[src/rtl/spi_sclk_engine_if.sv]
// Control/status bundle between the APB register block, the SCLK engine and the shift datapath.
interface spi_sclk_engine_if #(
  parameter int unsigned PRE_W = 3,
  parameter int unsigned SEL_W = 3,
  parameter int unsigned LEN_W = 5
);
  logic             start;
  logic             abort;
  logic             cpol;
  logic             cpha;
  logic [PRE_W-1:0] spr;
  logic [SEL_W-1:0] sppr;
  logic [LEN_W-1:0] frame_len;
  logic             sclk;
  logic             sample;
  logic             shift;
  logic             busy;
  logic             done;
  logic [LEN_W:0]   bit_cnt;

  modport master (
    output start, abort, cpol, cpha, spr, sppr, frame_len,
    input  sclk, sample, shift, busy, done, bit_cnt
  );

  modport slave (
    input  start, abort, cpol, cpha, spr, sppr, frame_len,
    output sclk, sample, shift, busy, done, bit_cnt
  );
endinterface

[src/rtl/spi_sclk_engine.sv]
// SPI master serial-clock engine: one framed SCLK burst per start (lead, 2N edges, trail, done)
// with one-cycle sample/shift strobes aligned to the SCLK edges.
module spi_sclk_engine #(
  parameter int unsigned PRE_W = 3,
  parameter int unsigned SEL_W = 3,
  parameter int unsigned LEN_W = 5
) (
  input logic              clk_i,
  input logic              rst_n,
  spi_sclk_engine_if.slave bus
);
  localparam int unsigned CNT_W = SEL_W + (1 << PRE_W);
  localparam int unsigned EDG_W = LEN_W + 2;

  typedef enum logic [1:0] {IDLE, LEAD, XFER, TRAIL} state_t;

  state_t           state, state_nx;
  logic [CNT_W-1:0] cnt, cnt_nx, h_last, h_last_nx, h_req;
  logic [EDG_W-1:0] edge_cnt, edge_cnt_nx, edge_last, edge_last_nx, edge_k;
  logic [PRE_W:0]   sh_amt;
  logic             cpol_q, cpol_nx, cpha_q, cpha_nx;
  logic             sclk_q, sclk_nx, sample_q, sample_nx, shift_q, shift_nx, done_q, done_nx;
  logic [LEN_W:0]   bit_cnt_q, bit_cnt_nx;
  logic             accept, tick;

  assign sh_amt = (PRE_W+1)'(bus.spr) + (PRE_W+1)'(1);
  // H-1 formed as (sppr << s) | ((1 << s) - 1), equal to ((sppr+1) << s) - 1 but fits CNT_W bits
  assign h_req  = (CNT_W'(bus.sppr) << sh_amt) | ((CNT_W'(1) << sh_amt) - CNT_W'(1));

  assign accept = (state == IDLE) && bus.start && !bus.abort;
  assign tick   = (cnt == h_last);
  assign edge_k = edge_cnt + EDG_W'(1);

  always_comb begin
    state_nx     = state;
    cnt_nx       = cnt;
    edge_cnt_nx  = edge_cnt;
    h_last_nx    = h_last;
    edge_last_nx = edge_last;
    cpol_nx      = cpol_q;
    cpha_nx      = cpha_q;
    sclk_nx      = sclk_q;
    sample_nx    = 1'b0;
    shift_nx     = 1'b0;
    done_nx      = 1'b0;
    bit_cnt_nx   = sample_q ? bit_cnt_q + 1'b1 : bit_cnt_q;

    if (state == IDLE) begin
      sclk_nx     = bus.cpol;
      cnt_nx      = '0;
      edge_cnt_nx = '0;
      if (accept) begin
        state_nx     = LEAD;
        h_last_nx    = h_req;
        edge_last_nx = EDG_W'({bus.frame_len, 1'b0}) + EDG_W'(2);
        cpol_nx      = bus.cpol;
        cpha_nx      = bus.cpha;
        bit_cnt_nx   = '0;
      end
    end else if (bus.abort) begin
      state_nx = IDLE;
      sclk_nx  = bus.cpol;
    end else begin
      cnt_nx = tick ? '0 : cnt + 1'b1;
      if (tick) begin
        if (state == TRAIL) begin
          state_nx = IDLE;
          done_nx  = 1'b1;
          sclk_nx  = bus.cpol;
        end else begin
          // Odd edges sample when cpha=0, even edges when cpha=1; the final edge never shifts.
          sclk_nx     = ~sclk_q;
          edge_cnt_nx = edge_k;
          sample_nx   = edge_k[0] ^ cpha_q;
          shift_nx    = cpha_q ? edge_k[0] : (!edge_k[0] && (edge_k != edge_last));
          state_nx    = (edge_k == edge_last) ? TRAIL : XFER;
        end
      end
    end
  end

  always_ff @(posedge clk_i or negedge rst_n) begin
    if (!rst_n) begin
      state     <= IDLE;
      cnt       <= '0;
      edge_cnt  <= '0;
      h_last    <= '0;
      edge_last <= '0;
      cpol_q    <= 1'b0;
      cpha_q    <= 1'b0;
      sclk_q    <= 1'b0;
      sample_q  <= 1'b0;
      shift_q   <= 1'b0;
      done_q    <= 1'b0;
      bit_cnt_q <= '0;
    end else begin
      state     <= state_nx;
      cnt       <= cnt_nx;
      edge_cnt  <= edge_cnt_nx;
      h_last    <= h_last_nx;
      edge_last <= edge_last_nx;
      cpol_q    <= cpol_nx;
      cpha_q    <= cpha_nx;
      sclk_q    <= sclk_nx;
      sample_q  <= sample_nx;
      shift_q   <= shift_nx;
      done_q    <= done_nx;
      bit_cnt_q <= bit_cnt_nx;
    end
  end

  assign bus.sclk    = sclk_q;
  assign bus.sample  = sample_q;
  assign bus.shift   = shift_q;
  assign bus.busy    = (state != IDLE);
  assign bus.done    = done_q;
  assign bus.bit_cnt = bit_cnt_q;
endmodule

[src/flat_wrapper.sv]
// flat-port wrapper written by rule: the top's interface ports become plain ports
module spi_sclk_engine_flat 
#(
  parameter int unsigned PRE_W = 3,
  parameter int unsigned SEL_W = 3,
  parameter int unsigned LEN_W = 5
)
  (clk_i, rst_n, bus_start, bus_abort, bus_cpol, bus_cpha, bus_spr, bus_sppr, bus_frame_len, bus_sclk, bus_sample, bus_shift, bus_busy, bus_done, bus_bit_cnt);
  spi_sclk_engine_if #(.PRE_W(PRE_W), .SEL_W(SEL_W), .LEN_W(LEN_W)) bus_i ();
  input logic clk_i;
  input logic rst_n;
  input wire logic [$bits(bus_i.start)-1:0] bus_start;
  input wire logic [$bits(bus_i.abort)-1:0] bus_abort;
  input wire logic [$bits(bus_i.cpol)-1:0] bus_cpol;
  input wire logic [$bits(bus_i.cpha)-1:0] bus_cpha;
  input wire logic [$bits(bus_i.spr)-1:0] bus_spr;
  input wire logic [$bits(bus_i.sppr)-1:0] bus_sppr;
  input wire logic [$bits(bus_i.frame_len)-1:0] bus_frame_len;
  output wire logic [$bits(bus_i.sclk)-1:0] bus_sclk;
  output wire logic [$bits(bus_i.sample)-1:0] bus_sample;
  output wire logic [$bits(bus_i.shift)-1:0] bus_shift;
  output wire logic [$bits(bus_i.busy)-1:0] bus_busy;
  output wire logic [$bits(bus_i.done)-1:0] bus_done;
  output wire logic [$bits(bus_i.bit_cnt)-1:0] bus_bit_cnt;
  assign bus_i.start = bus_start;
  assign bus_i.abort = bus_abort;
  assign bus_i.cpol = bus_cpol;
  assign bus_i.cpha = bus_cpha;
  assign bus_i.spr = bus_spr;
  assign bus_i.sppr = bus_sppr;
  assign bus_i.frame_len = bus_frame_len;
  assign bus_sclk = bus_i.sclk;
  assign bus_sample = bus_i.sample;
  assign bus_shift = bus_i.shift;
  assign bus_busy = bus_i.busy;
  assign bus_done = bus_i.done;
  assign bus_bit_cnt = bus_i.bit_cnt;
  spi_sclk_engine #(.PRE_W(PRE_W), .SEL_W(SEL_W), .LEN_W(LEN_W)) u_core (.clk_i(clk_i), .rst_n(rst_n), .bus(bus_i));
endmodule
[config.mk]
export PLATFORM = sky130hd
export DESIGN_NAME = spi_sclk_engine_flat
export DESIGN_NICKNAME = d
export VERILOG_FILES = /design/src/rtl/spi_sclk_engine_if.sv /design/src/rtl/spi_sclk_engine.sv /design/src/flat_wrapper.sv
export SDC_FILE = /design/constraint.sdc
export NUM_CORES = 1
export LEC_CHECK = 0
export ABC_AREA = 1
export CAP_MARGIN = 0
export CORE_ASPECT_RATIO = 0.9
export CORE_MARGIN = 5
export CORE_UTILIZATION = 60
export CTS_BUF_LIST = sky130_fd_sc_hd__clkbuf_4 sky130_fd_sc_hd__clkbuf_8
export CTS_CLUSTER_SIZE = 24
export DETAILED_ROUTE_END_ITERATION = 16
export PLACE_DENSITY = 0.8
export SLEW_MARGIN = 20
export SYNTH_ARGS = -nofsm -noshare
export SYNTH_HDL_FRONTEND = slang
export SYNTH_SLANG_ARGS = --single-unit
[constraint.sdc]
create_clock -name clk_i -period 1.9 [get_ports clk_i]
set_clock_uncertainty 0.05 [all_clocks]
set_input_delay 0.38 -clock clk_i [delete_from_list [all_inputs] [get_ports clk_i]]
set_output_delay 0.38 -clock clk_i [all_outputs]
set_load 0.01 [all_outputs]
==> metrics.yaml <==
status: "finished with violations"
failed_checks: "negative hold slack"
min_path_type: "input pin to async pin"
cts_tree: "yes"
synth_cells: 407
report.final.slew_viol_count: 0
grt_pass1_wl_um: 13600
start_util_pct: 61.2
cts.sinks: 48
remaining_drc_errors: 0
tightest_slew_ns: 0.322
yosys.area.top_type: "dfrtp_1"
h-tree-depth: 2
setup_viol: 0
area_growth_pct: 25.4
critPathKind: "register to output pin"
worst_setup_path_start_kind: "register"
diodes: 0
path_max_fanout: 7
worstPathCellList: "clkdlybuf4s50_1"
die-width_um: 87.0
muxShareOfSynthArea_pct: 0.313
synth_xor_area_share_pct: 5.20
fin_area_um2: 4010
cts_hold_buf: 0
clkSlewWorstSetupHoldPaths_ns: 0.09
place_congestion: 0.889
drtAntennaViolNets: 0
yosys_warnings: 0
die_area_um2: 6890
critical_path.top_delay_family: "buffers and inverters"
grt_antenna_before_repair: 0
ys_seq_area_share_pct: 37.5
worstSetupPathDepth: 1
p_total_mw: 3.31
drive_above_1_share_pct: 22.1
clockBufferDepth: 2
cp_slowest_cell: "clkdlybuf4s50_1"
cp.arrival_ns: 1.35
via_per_inst: 5.41
synthSimpleGateAreaFrac_pct: 32.9
port_buffers: 27
fp-row-count: 25
crit_buf_inv: 1
pin_count: 28
numCtsBuffers: 5
syn-num-nets: 434
worst_slack_ns: 0.124
synth_area_leaders: "dfrtp_1 (38%), nand2_1 (11%), nand3_1 (6.3%)"
ys_seq_elements: 48
power_leakage_nw: 1.88
synthAdderAreaFrac_pct: 3.91
synth_top_family_by_area: "simple AND/OR/NAND/NOR gates"
finalNetCount: 511
dp_hpwl_um: 5860
gr-total-overflow: 0
placed_cells: 541
cap_viol_max_count: 0
post_dp_cell_area_um2: 3860
fmax_mhz: 563
cts-root-buf: "clkbuf_8"
reg2reg_to: "u_core.state[1]"
routedWlPerCell_um: 13.8
final_cells: 551
cp-end-kind: "output pin"
insertion_delay_ns: 0.30
synth_top_area_share_pct: 37.5
wl_um: 7600
post-route-period-util_pct: 93.5
crit_required_ns: 1.47
endpoint: "bus_sample"
cp-startpoint: "u_core.bus.sample"
slowest_delay_ns: 0.59
grt_pass1_vias: 2986
drtIter0Drc: 209
dpl_worst_slack_ns: -0.444
die_h_um: 79.3
reg2reg_slack_ns: 0.13
grt_max_degree: 49
r2r_cells: 8
core_um2: 5220
maxSlewHeadroom_pct: 78.4
synth_area_per_cell_um2: 7.86
whs_ns: -0.00757
drt_first_pass_iters: 5
vias: 2983
grt_use_total_pct: 24.2
synth_cell_types: 42
finalHoldViolCount: 14
finalWorstPathRequiredPeriod_ns: 1.78
power_density_nw_per_um2: 825
r2r_start: "u_core.cnt[7]"
synth_compound_area_share_pct: 13.3
synth_area_um2: 3200
max-vdd-ir-drop_mv: 0.550
## power by group
group | internal [mW] | leakage (nW) | switching [mW]
combinational | 0.554 | 1.22 | 0.691
clock | 0.291 | 0.0473 | 0.334
sequential | 1.25 | 0.613 | 0.195
## layer usage
layer	routed length (µm)	track usage, %
met1	3480	32.7
met2	3660	40.4
met3	371	3.73
met4	91	5.92
met5	0	0
## flip-flops by register name, indices dropped and copies added (netlist names)
register	count
u_core.cpha_q	1
u_core.edge_last	6
u_core.h_last	11
u_core.bus.done	1
u_core.bus.shift	1
u_core.cnt	11
u_core.bus.sample	1
u_core.edge_cnt	7
u_core.bus.sclk	1
u_core.state	2
u_core.bus.bit_cnt	6
## synthesized netlist by cell type
| cell | instances |
|---|---|
| nand2_1 | 90 |
| dfrtp_1 | 48 |
| inv_1 | 45 |
| nand3_1 | 40 |
| nor2_1 | 33 |
| o21ai_0 | 20 |
| a21oi_1 | 19 |
| xnor2_1 | 12 |
| ha_1 | 10 |
| nand2_4 | 8 |
| xor2_1 | 7 |
| nor3_1 | 6 |
| o21ai_1 | 6 |
| o22ai_1 | 6 |
| a31oi_1 | 5 |
| o21ai_2 | 5 |
| nor2_4 | 4 |
| a21oi_2 | 3 |
| buf_2 | 3 |
| nand2_2 | 3 |
| nand4_1 | 3 |
| nor2_2 | 3 |
| o211ai_1 | 3 |
| or2_2 | 3 |
| inv_2 | 2 |
| nand3_2 | 2 |
| nand3_4 | 2 |
| nor2_8 | 2 |
| a2bb2oi_1 | 1 |
| a41oi_1 | 1 |
| and3b_1 | 1 |
| buf_6 | 1 |
| clkinv_1 | 1 |
| clkinv_2 | 1 |
| inv_6 | 1 |
| mux2i_1 | 1 |
| nand3b_1 | 1 |
| nand4_4 | 1 |
| nor3_2 | 1 |
| nor3b_1 | 1 |
| o21bai_1 | 1 |
| o31ai_2 | 1 |
## stage by stage
| step | setup TNS, ns | util [%] |
|---|---|---|
| 2_1_floorplan | 0 | - |
| 3_3_place_gp | -3.22 | 74.0 |
| 3_5_place_dp | -3.88 | 74.0 |
| 4_1_cts | 0 | 75.8 |
| 5_1_grt | -0.0343 | 76.8 |
| 6_report | 0 | 76.8 |
## worst min-delay path by stage
stage / startpoint / endpoint / slack, ns / cells past startpoint
floorplan: rst_n / u_core.bus.bit_cnt[0] / 0.03 / 0
global placement: rst_n / u_core.cnt[8] / 0.33 / 2
detailed placement: rst_n / u_core.cnt[8] / 0.33 / 2
CTS: rst_n / u_core.cnt[8] / 0.004 / 2
global route: rst_n / u_core.cnt[5] / 0.009 / 2
finish: rst_n / u_core.bus.sclk / -0.008 / 2
## cells by family after synthesis
kind of cell,count (synthesis)
AND/OR/NAND/NOR,204
flip-flops,48
buffers and inverters,54
AO/OA/AOI/OAI,71
adder cells (fa/ha/maj),10
multiplexers,1
XOR/XNOR,19
## final cells by class
class	count	area, µm²
inverter	50	196
clock inverter	1	8.76
tap	67	83.8
sequential	48	1200
clock buffer	6	82.6
timing repair buffer	74	634
multi-input combinational	305	1800
fill	392	1210
## what timing repair did
action,in CTS,in global routing
hold endpoints to repair,0,0
pin swaps,2,2
resized for setup,2,15
buffers inserted,1,2
setup endpoints to repair,9,12
gates cloned,0,0
## cells in the final DEF (no fill, tap or decap), types with 3 or more instances in the layout
master,n
nor2_4,4
o21ai_0,19
buf_4,46
nand2_2,3
ha_1,8
o21ai_2,5
nor2_2,7
inv_1,45
xor2_1,7
clkdlybuf4s50_1,22
xnor2_1,12
nor2_1,29
a21oi_2,4
nor3_1,6
o22ai_1,6
dfrtp_1,46
a31oi_1,4
o21ai_1,7
nand2_4,8
nand3_1,40
clkbuf_8,6
or2_2,3
o211ai_1,3
nand2_1,90
nand4_1,3
a21oi_1,18
Note: power is estimated with default switching activity, not from simulation.
